[config.mk]
export PLATFORM = sky130hd
export DESIGN_NAME = rv32_branch_predict_unit_flat
export DESIGN_NICKNAME = d
export VERILOG_FILES = /design/src/rtl/rv32_types.sv /design/src/rtl/rv32_branch_predict_unit_if.sv /design/src/rtl/rv32_branch_cond.sv /design/src/rtl/rv32_branch_predict_unit.sv /design/src/flat_wrapper.sv
export SDC_FILE = /design/constraint.sdc
export NUM_CORES = 1
export LEC_CHECK = 0
export CAP_MARGIN = 20
export CORE_UTILIZATION = 30
export CTS_CLUSTER_DIAMETER = 40
export DETAILED_ROUTE_END_ITERATION = 7
export GPL_ROUTABILITY_DRIVEN = 0
export SYNTH_ARGS = -nofsm -noshare
export SYNTH_HDL_FRONTEND = slang
export SYNTH_SLANG_ARGS = --single-unit
[constraint.sdc]
create_clock -name clk -period 11.45 [get_ports clk]
set_input_delay 2.29 -clock clk [delete_from_list [all_inputs] [get_ports clk]]
set_output_delay 2.29 -clock clk [all_outputs]
set_load 0.03 [all_outputs]
[src/rtl/rv32_types.sv]
// Shared rv32 types: branch op encoding, BHT counter type and
// its reset/saturation constants, plus the counter-step helper.
package rv32_types;

  typedef enum logic [2:0] {
    OP_BEQ  = 3'b000,
    OP_BNE  = 3'b001,
    OP_J    = 3'b010,
    OP_NONE = 3'b011,
    OP_BLT  = 3'b100,
    OP_BGE  = 3'b101,
    OP_BLTU = 3'b110,
    OP_BGEU = 3'b111
  } branch_op_t;

  typedef logic [1:0] bht_ctr_t;

  localparam bht_ctr_t BHT_RESET_VAL = 2'b01;
  localparam bht_ctr_t BHT_MAX       = 2'b11;

  // 2-bit saturating step toward the observed outcome
  function automatic bht_ctr_t bht_next(
    input bht_ctr_t c,
    input logic     t
  );
    if (t)
      return (c == BHT_MAX) ? c : c + 2'd1;
    else
      return (c == 2'b00) ? c : c - 2'd1;
  endfunction

endpackage

[src/rtl/rv32_branch_predict_unit_if.sv]
// Predict/resolve bus of the branch predict unit.
// master = pipeline side, slave = predict unit side.
interface rv32_branch_predict_unit_if #(
  parameter int XLEN   = 32,
  parameter int STAT_W = 32
);
  import rv32_types::*;

  logic [XLEN-1:0]   pred_pc;
  logic              pred_taken;
  logic              res_valid_in;
  logic              res_flush;
  logic [XLEN-1:0]   op1;
  logic [XLEN-1:0]   op2;
  branch_op_t        branch_op;
  logic [XLEN-1:0]   res_pc;
  logic [XLEN-1:0]   res_target;
  logic              res_pred_taken;
  logic              res_valid;
  logic              do_branch;
  logic              mispredict;
  logic [XLEN-1:0]   redirect_pc;
  logic [STAT_W-1:0] stat_resolved;
  logic [STAT_W-1:0] stat_mispredict;

  modport master (
    output pred_pc, res_valid_in, res_flush,
    output op1, op2, branch_op,
    output res_pc, res_target, res_pred_taken,
    input  pred_taken, res_valid, do_branch,
    input  mispredict, redirect_pc,
    input  stat_resolved, stat_mispredict
  );

  modport slave (
    input  pred_pc, res_valid_in, res_flush,
    input  op1, op2, branch_op,
    input  res_pc, res_target, res_pred_taken,
    output pred_taken, res_valid, do_branch,
    output mispredict, redirect_pc,
    output stat_resolved, stat_mispredict
  );

endinterface

[src/rtl/rv32_branch_cond.sv]
// Branch condition evaluation: op1/op2/branch_op in,
// taken / is_cond (conditional branch) / is_branch out.
module rv32_branch_cond
  import rv32_types::*;
#(
  parameter int XLEN = 32
) (
  input  logic [XLEN-1:0] op1,
  input  logic [XLEN-1:0] op2,
  input  branch_op_t      branch_op,
  output logic            taken,
  output logic            is_cond,
  output logic            is_branch
);

  logic eq;
  logic lt;
  logic ltu;

  assign eq  = (op1 == op2);
  assign lt  = ($signed(op1) < $signed(op2));
  assign ltu = (op1 < op2);

  always_comb begin
    taken   = 1'b0;
    is_cond = 1'b0;
    unique case (1'b1)
      (branch_op == OP_BEQ):  begin taken = eq;   is_cond = 1'b1; end
      (branch_op == OP_BNE):  begin taken = !eq;  is_cond = 1'b1; end
      (branch_op == OP_BLT):  begin taken = lt;   is_cond = 1'b1; end
      (branch_op == OP_BGE):  begin taken = !lt;  is_cond = 1'b1; end
      (branch_op == OP_BLTU): begin taken = ltu;  is_cond = 1'b1; end
      (branch_op == OP_BGEU): begin taken = !ltu; is_cond = 1'b1; end
      (branch_op == OP_J):    taken = 1'b1;
      default: ;
    endcase
  end

  assign is_branch = is_cond | (branch_op == OP_J);

endmodule

[src/rtl/rv32_branch_predict_unit.sv]
// Branch resolve + BHT predictor: combinational pred_taken from a
// 2-bit counter table, registered resolve result, saturating stats.
module rv32_branch_predict_unit #(
  parameter int XLEN        = 32,
  parameter int BHT_ENTRIES = 64,
  parameter int STAT_W      = 32
) (
  input  logic clk,
  input  logic rst,
  rv32_branch_predict_unit_if.slave bus
);
  import rv32_types::*;

  localparam int IDX_W = $clog2(BHT_ENTRIES);

  bht_ctr_t bht [BHT_ENTRIES];

  logic [IDX_W-1:0] pred_idx;
  logic [IDX_W-1:0] res_idx;
  logic             taken;
  logic             is_cond;
  logic             is_branch;
  logic             accept;
  logic             mis_next;
  logic [XLEN-1:0]  redir_next;

  logic              valid_q;
  logic              taken_q;
  logic              mis_q;
  logic [XLEN-1:0]   redir_q;
  logic [STAT_W-1:0] res_cnt;
  logic [STAT_W-1:0] mis_cnt;

  logic pc_unused;
  assign pc_unused = ^{bus.pred_pc[XLEN-1:IDX_W+2],
                       bus.pred_pc[1:0]};

  assign pred_idx = bus.pred_pc[IDX_W+1:2];
  assign res_idx  = bus.res_pc[IDX_W+1:2];

  rv32_branch_cond #(.XLEN(XLEN)) u_cond (
    .op1       (bus.op1),
    .op2       (bus.op2),
    .branch_op (bus.branch_op),
    .taken     (taken),
    .is_cond   (is_cond),
    .is_branch (is_branch)
  );

  assign accept   = bus.res_valid_in & ~bus.res_flush & is_branch;
  assign mis_next = taken ^ bus.res_pred_taken;
  assign redir_next = taken ? bus.res_target
                            : bus.res_pc + XLEN'(4);

  // Read is the pre-update value: no same-cycle bypass
  assign bus.pred_taken = bht[pred_idx][1];

  always_ff @(posedge clk or posedge rst) begin
    if (rst) begin
      for (int i = 0; i < BHT_ENTRIES; i++)
        bht[i] <= BHT_RESET_VAL;
    end else if (accept && is_cond) begin
      bht[res_idx] <= bht_next(bht[res_idx], taken);
    end
  end

  always_ff @(posedge clk or posedge rst) begin
    if (rst) begin
      valid_q <= 1'b0;
      taken_q <= 1'b0;
      mis_q   <= 1'b0;
      redir_q <= '0;
    end else begin
      valid_q <= accept;
      if (accept) begin
        taken_q <= taken;
        mis_q   <= mis_next;
        redir_q <= redir_next;
      end
    end
  end

  always_ff @(posedge clk or posedge rst) begin
    if (rst) begin
      res_cnt <= '0;
      mis_cnt <= '0;
    end else if (accept) begin
      if (!(&res_cnt))
        res_cnt <= res_cnt + STAT_W'(1);
      if (mis_next && !(&mis_cnt))
        mis_cnt <= mis_cnt + STAT_W'(1);
    end
  end

  assign bus.res_valid       = valid_q;
  assign bus.do_branch       = taken_q;
  assign bus.mispredict      = valid_q & mis_q;
  assign bus.redirect_pc     = redir_q;
  assign bus.stat_resolved   = res_cnt;
  assign bus.stat_mispredict = mis_cnt;

endmodule

[src/flat_wrapper.sv]
// flat-port wrapper written by rule: the top's interface ports become plain ports
module rv32_branch_predict_unit_flat import rv32_types::*;
#(
  parameter int XLEN        = 32,
  parameter int BHT_ENTRIES = 64,
  parameter int STAT_W      = 32
)
  (clk, rst, bus_pred_pc, bus_res_valid_in, bus_res_flush, bus_op1, bus_op2, bus_branch_op, bus_res_pc, bus_res_target, bus_res_pred_taken, bus_pred_taken, bus_res_valid, bus_do_branch, bus_mispredict, bus_redirect_pc, bus_stat_resolved, bus_stat_mispredict);
  rv32_branch_predict_unit_if #(.XLEN(XLEN), .STAT_W(STAT_W)) bus_i ();
  input  logic clk;
  input  logic rst;
  input wire logic [$bits(bus_i.pred_pc)-1:0] bus_pred_pc;
  input wire logic [$bits(bus_i.res_valid_in)-1:0] bus_res_valid_in;
  input wire logic [$bits(bus_i.res_flush)-1:0] bus_res_flush;
  input wire logic [$bits(bus_i.op1)-1:0] bus_op1;
  input wire logic [$bits(bus_i.op2)-1:0] bus_op2;
  input wire logic [$bits(bus_i.branch_op)-1:0] bus_branch_op;
  input wire logic [$bits(bus_i.res_pc)-1:0] bus_res_pc;
  input wire logic [$bits(bus_i.res_target)-1:0] bus_res_target;
  input wire logic [$bits(bus_i.res_pred_taken)-1:0] bus_res_pred_taken;
  output wire logic [$bits(bus_i.pred_taken)-1:0] bus_pred_taken;
  output wire logic [$bits(bus_i.res_valid)-1:0] bus_res_valid;
  output wire logic [$bits(bus_i.do_branch)-1:0] bus_do_branch;
  output wire logic [$bits(bus_i.mispredict)-1:0] bus_mispredict;
  output wire logic [$bits(bus_i.redirect_pc)-1:0] bus_redirect_pc;
  output wire logic [$bits(bus_i.stat_resolved)-1:0] bus_stat_resolved;
  output wire logic [$bits(bus_i.stat_mispredict)-1:0] bus_stat_mispredict;
  assign bus_i.pred_pc = bus_pred_pc;
  assign bus_i.res_valid_in = bus_res_valid_in;
  assign bus_i.res_flush = bus_res_flush;
  assign bus_i.op1 = bus_op1;
  assign bus_i.op2 = bus_op2;
  assign bus_i.branch_op = bus_branch_op;
  assign bus_i.res_pc = bus_res_pc;
  assign bus_i.res_target = bus_res_target;
  assign bus_i.res_pred_taken = bus_res_pred_taken;
  assign bus_pred_taken = bus_i.pred_taken;
  assign bus_res_valid = bus_i.res_valid;
  assign bus_do_branch = bus_i.do_branch;
  assign bus_mispredict = bus_i.mispredict;
  assign bus_redirect_pc = bus_i.redirect_pc;
  assign bus_stat_resolved = bus_i.stat_resolved;
  assign bus_stat_mispredict = bus_i.stat_mispredict;
  rv32_branch_predict_unit #(.XLEN(XLEN), .BHT_ENTRIES(BHT_ENTRIES), .STAT_W(STAT_W)) u_core (.clk(clk), .rst(rst), .bus(bus_i));
endmodule
==> results.cfg <==
[clock_network]
clock-root-buffer = clkbuf_16
cts.repair.resized = 0
cts_tree = done
postCtsSetupRepairBufs = 0
clk_pin_slew_worst_paths_ns = 0.05
cts_buffers = 43
clockBufferDepth = 3
holdBufCountCts = 0
worst_skew_pair.late_latency_ns = 0.56
cts_sinks = 227
h-tree-depth = 2

[placed_design]
port_buffers = 241
hpwl_um = 25500

[layout]
syn2layout_area_growth_pct = 34.4
nets = 1631
final_util_pct = 41.3
layout-drive-gt1-share_pct = 22.0

[sta]
tns_ns = 0
maxSlewHeadroom_pct = 34.9
rsz0062_at_grt = no
worstMarginPinSlew_ns = 0.977
timing.final.crit_share_pct = 67.8
finalHoldViolations = 0
skew_ns = 0.0212
fmax_ghz = 0.129
period_needed_ns = 7.76
setup_violations = 0
drv_slew = 0

[outcome]
status = finished clean

[yosys]
yosysUniqueCellTypes = 59
syn_inst = 1186
yosys-top-cells-area = dfrtp_1 32%, dfstp_2 13%, mux2_2 12%
ys_seq_area_share_pct = 45.5
syn-num-nets = 1389
ys_seq_elements = 227
yosys_warnings = 0
synth_ff_type = dfrtp_1
synth_enable_flop_cells = 0
synth_top_area_cell = dfrtp_1
syn_area_um2 = 12700
async_flop_share_pct = 100
yosysTopAreaCellShare_pct = 32.2
avgSynthCellArea_um2 = 10.7

[worst_setup_path]
worstSetupEndpointType = output pin
critPathKind = input pin to output pin
cp_max_fo = 16
slowest_stage = clkdlybuf4s50_1
critPathArrivalTime_ns = 5.47
crit_path_start_kind = input pin
path_common_cell = mux4_2
worstPathCellList = clkdlybuf4s50_1, mux4_2, mux4_2, mux4_2, clkdlybuf4s50_1
cpPeakStageDelay_ns = 1.08
required_ns = 9.16

[die]
die_w_um = 207
row_count = 74
core_area_um2 = 41200
num_io_pins = 268
initial_utilization_pct = 30.7
dieHeight_um = 207
dieArea_um2 = 43000

[power_and_ir_drop]
p_sw_share_pct = 27.8
power_mw = 2.75
internal_power_mw = 1.99
clkPwrFrac_pct = 47.9
p_leak_nw = 7.26
power_frac_comb_pct = 17.6
p_seq_share_pct = 34.5
ir_drop_v = 0.0000969
power.switching_mw = 0.764
powerDensity_nw_per_um2 = 162

[drt]
drtPass1Iterations = 5
routed-via-count = 9988
drc = 0
vias_per_cell = 5.01
final_antenna_net_count = 0
drtIter0Drc = 774
detail_route.wl_per_cell_um = 18.3
drt_wl_total_um = 36500

[worst_hold_path]
holdCritPathClass = flip-flop to flip-flop

[global_routing]
globalRoute.totalOverflow = 0
grt_usage_pct = 16.9
grt_max_degree = 152
antenna_found_initial = 1
grt_pass1_vias = 10300
grt_first_pass_wirelength_um = 58000

[run]
maxCapViolCount = 0
[path summary, 6_finish.rpt]
| kind | cells past startpoint | startpoint | slack, ns | endpoint |
|---|---|---|---|---|
| max in group asynchronous | 4 | rst | 7.50 | u_core.bht[49] |
| min | 2 | u_core.bus.redirect_pc[5] | 0.48 | u_core.bus.redirect_pc[5] |
| max | 5 | bus_pred_pc[3] | 3.69 | bus_pred_taken |
| min reg2reg | 2 | u_core.bus.redirect_pc[5] | 0.48 | u_core.bus.redirect_pc[5] |
| min in group asynchronous | 2 | rst | 2.12 | u_core.bus.redirect_pc[19] |
| max reg2reg | 8 | u_core.bus.stat_mispredict[14] | 8.02 | u_core.bus.stat_mispredict[1] |
[cell usage after synthesis, drive strengths merged, types with 2 or more instances]
cell,number
nor3b,3
or2,2
a221o,3
a211oi,2
nor4,8
a221oi,8
and4,7
o21ai,43
dfstp,64
mux2i,14
a21o,2
a21oi,40
a22o,8
mux4,24
nand4,25
clkbuf,20
nor3,27
xor2,39
a31oi,2
and2,7
nand2b,10
or3,5
a21boi,2
and3,11
dfrtp,163
nand3,46
o211ai,2
xnor2,51
maj3,2
and3b,2
a22oi,31
nor2,101
ha,35
nand3b,4
mux2,135
buf,38
o22ai,3
nand2,129
inv,47
nor2b,11
[layer usage]
metal	wire length, µm	track usage [%]
met4	950	5.74
met5	0	0
met2	17400	27.7
met3	2690	4.69
met1	15500	21.3
[metrics by stage]
stage	hold slack, ns	instance area, µm²	worst slack, ns	instances
floorplan	0.438	12700	3.05	1186
global placement	0.457	15500	3.72	1914
detailed placement	0.469	15500	3.72	1914
CTS	0.481	17000	3.72	1992
global route	0.501	17000	3.70	1994
finish	0.475	17000	3.69	1994
[critical path: cells and delay by family]
family	cells	cell delay, ns
muxes	3	1.47
buffers and inverters	2	1.70
[area by class of cell]
cell class                      instances  area (µm²)
Multi-Input combinational cell        853        6360
Tap cell                              532         666
Antenna cell                            1        2.50
Clock inverter                         20         280
Fill cell                            3963       24200
Inverter                               48         188
Clock buffer                           58        1220
Timing Repair Buffer                  255        2540
Sequential cell                       227        5760
[registers in the layout, summed over array words and instances (netlist names)]
register,flops
u_core.bus.do_branch,1
u_core.mis_q,1
u_core.bus.stat_resolved,32
u_core.bus.redirect_pc,32
u_core.bht,128
u_core.bus.stat_mispredict,32
u_core.bus.res_valid,1
[cell usage in the layout, fill, tap and decap left out, types with 7 or more instances in the layout]
cell type / synthesis / layout
a21oi_1: 40 / 40
a221oi_1: 8 / 8
a22o_1: 8 / 8
a22oi_1: 31 / 31
and3_1: 11 / 11
and4_1: 7 / 7
buf_4: 1 / 13
clkbuf_16: 0 / 43
clkbuf_8: 0 / 9
clkdlybuf4s50_1: 0 / 241
dfrtp_1: 163 / 163
dfstp_2: 64 / 64
ha_1: 35 / 35
inv_1: 47 / 46
mux2_2: 133 / 133
mux2i_1: 14 / 14
mux4_2: 24 / 24
nand2_1: 129 / 129
nand2b_1: 10 / 10
nand3_1: 45 / 45
nand4_1: 25 / 25
nor2_1: 101 / 101
nor2b_1: 8 / 8
nor3_1: 27 / 27
nor4_1: 8 / 8
o21ai_0: 41 / 41
xnor2_1: 51 / 50
xor2_1: 39 / 39
[cell families (layout without fill, tap and decap cells)]
family	after synthesis	in the layout	share of synthesized area (%)
AO/OA/AOI/OAI	153	153	7.69
adder cells (fa/ha/maj)	37	37	3.68
flip-flops	227	227	45.5
XOR/XNOR	91	91	6.40
buffers and inverters	106	381	4.36
multiplexers	173	173	17.4
AND/OR/NAND/NOR	399	399	15.0
other	0	1	0
[power by group through the flow]
stage          Combinational [mW]  Clock (mW)  Sequential, mW
5_1_grt                     0.526        1.38           0.960
6_report                    0.485        1.32           0.949
4_1_cts                     0.489        1.35           0.949
2_1_floorplan               0.210           0            1.03
3_3_place_gp                0.483           0           0.956
3_5_place_dp                0.488           0           0.960
No activity file was read; power rests on OpenSTA's default activity.
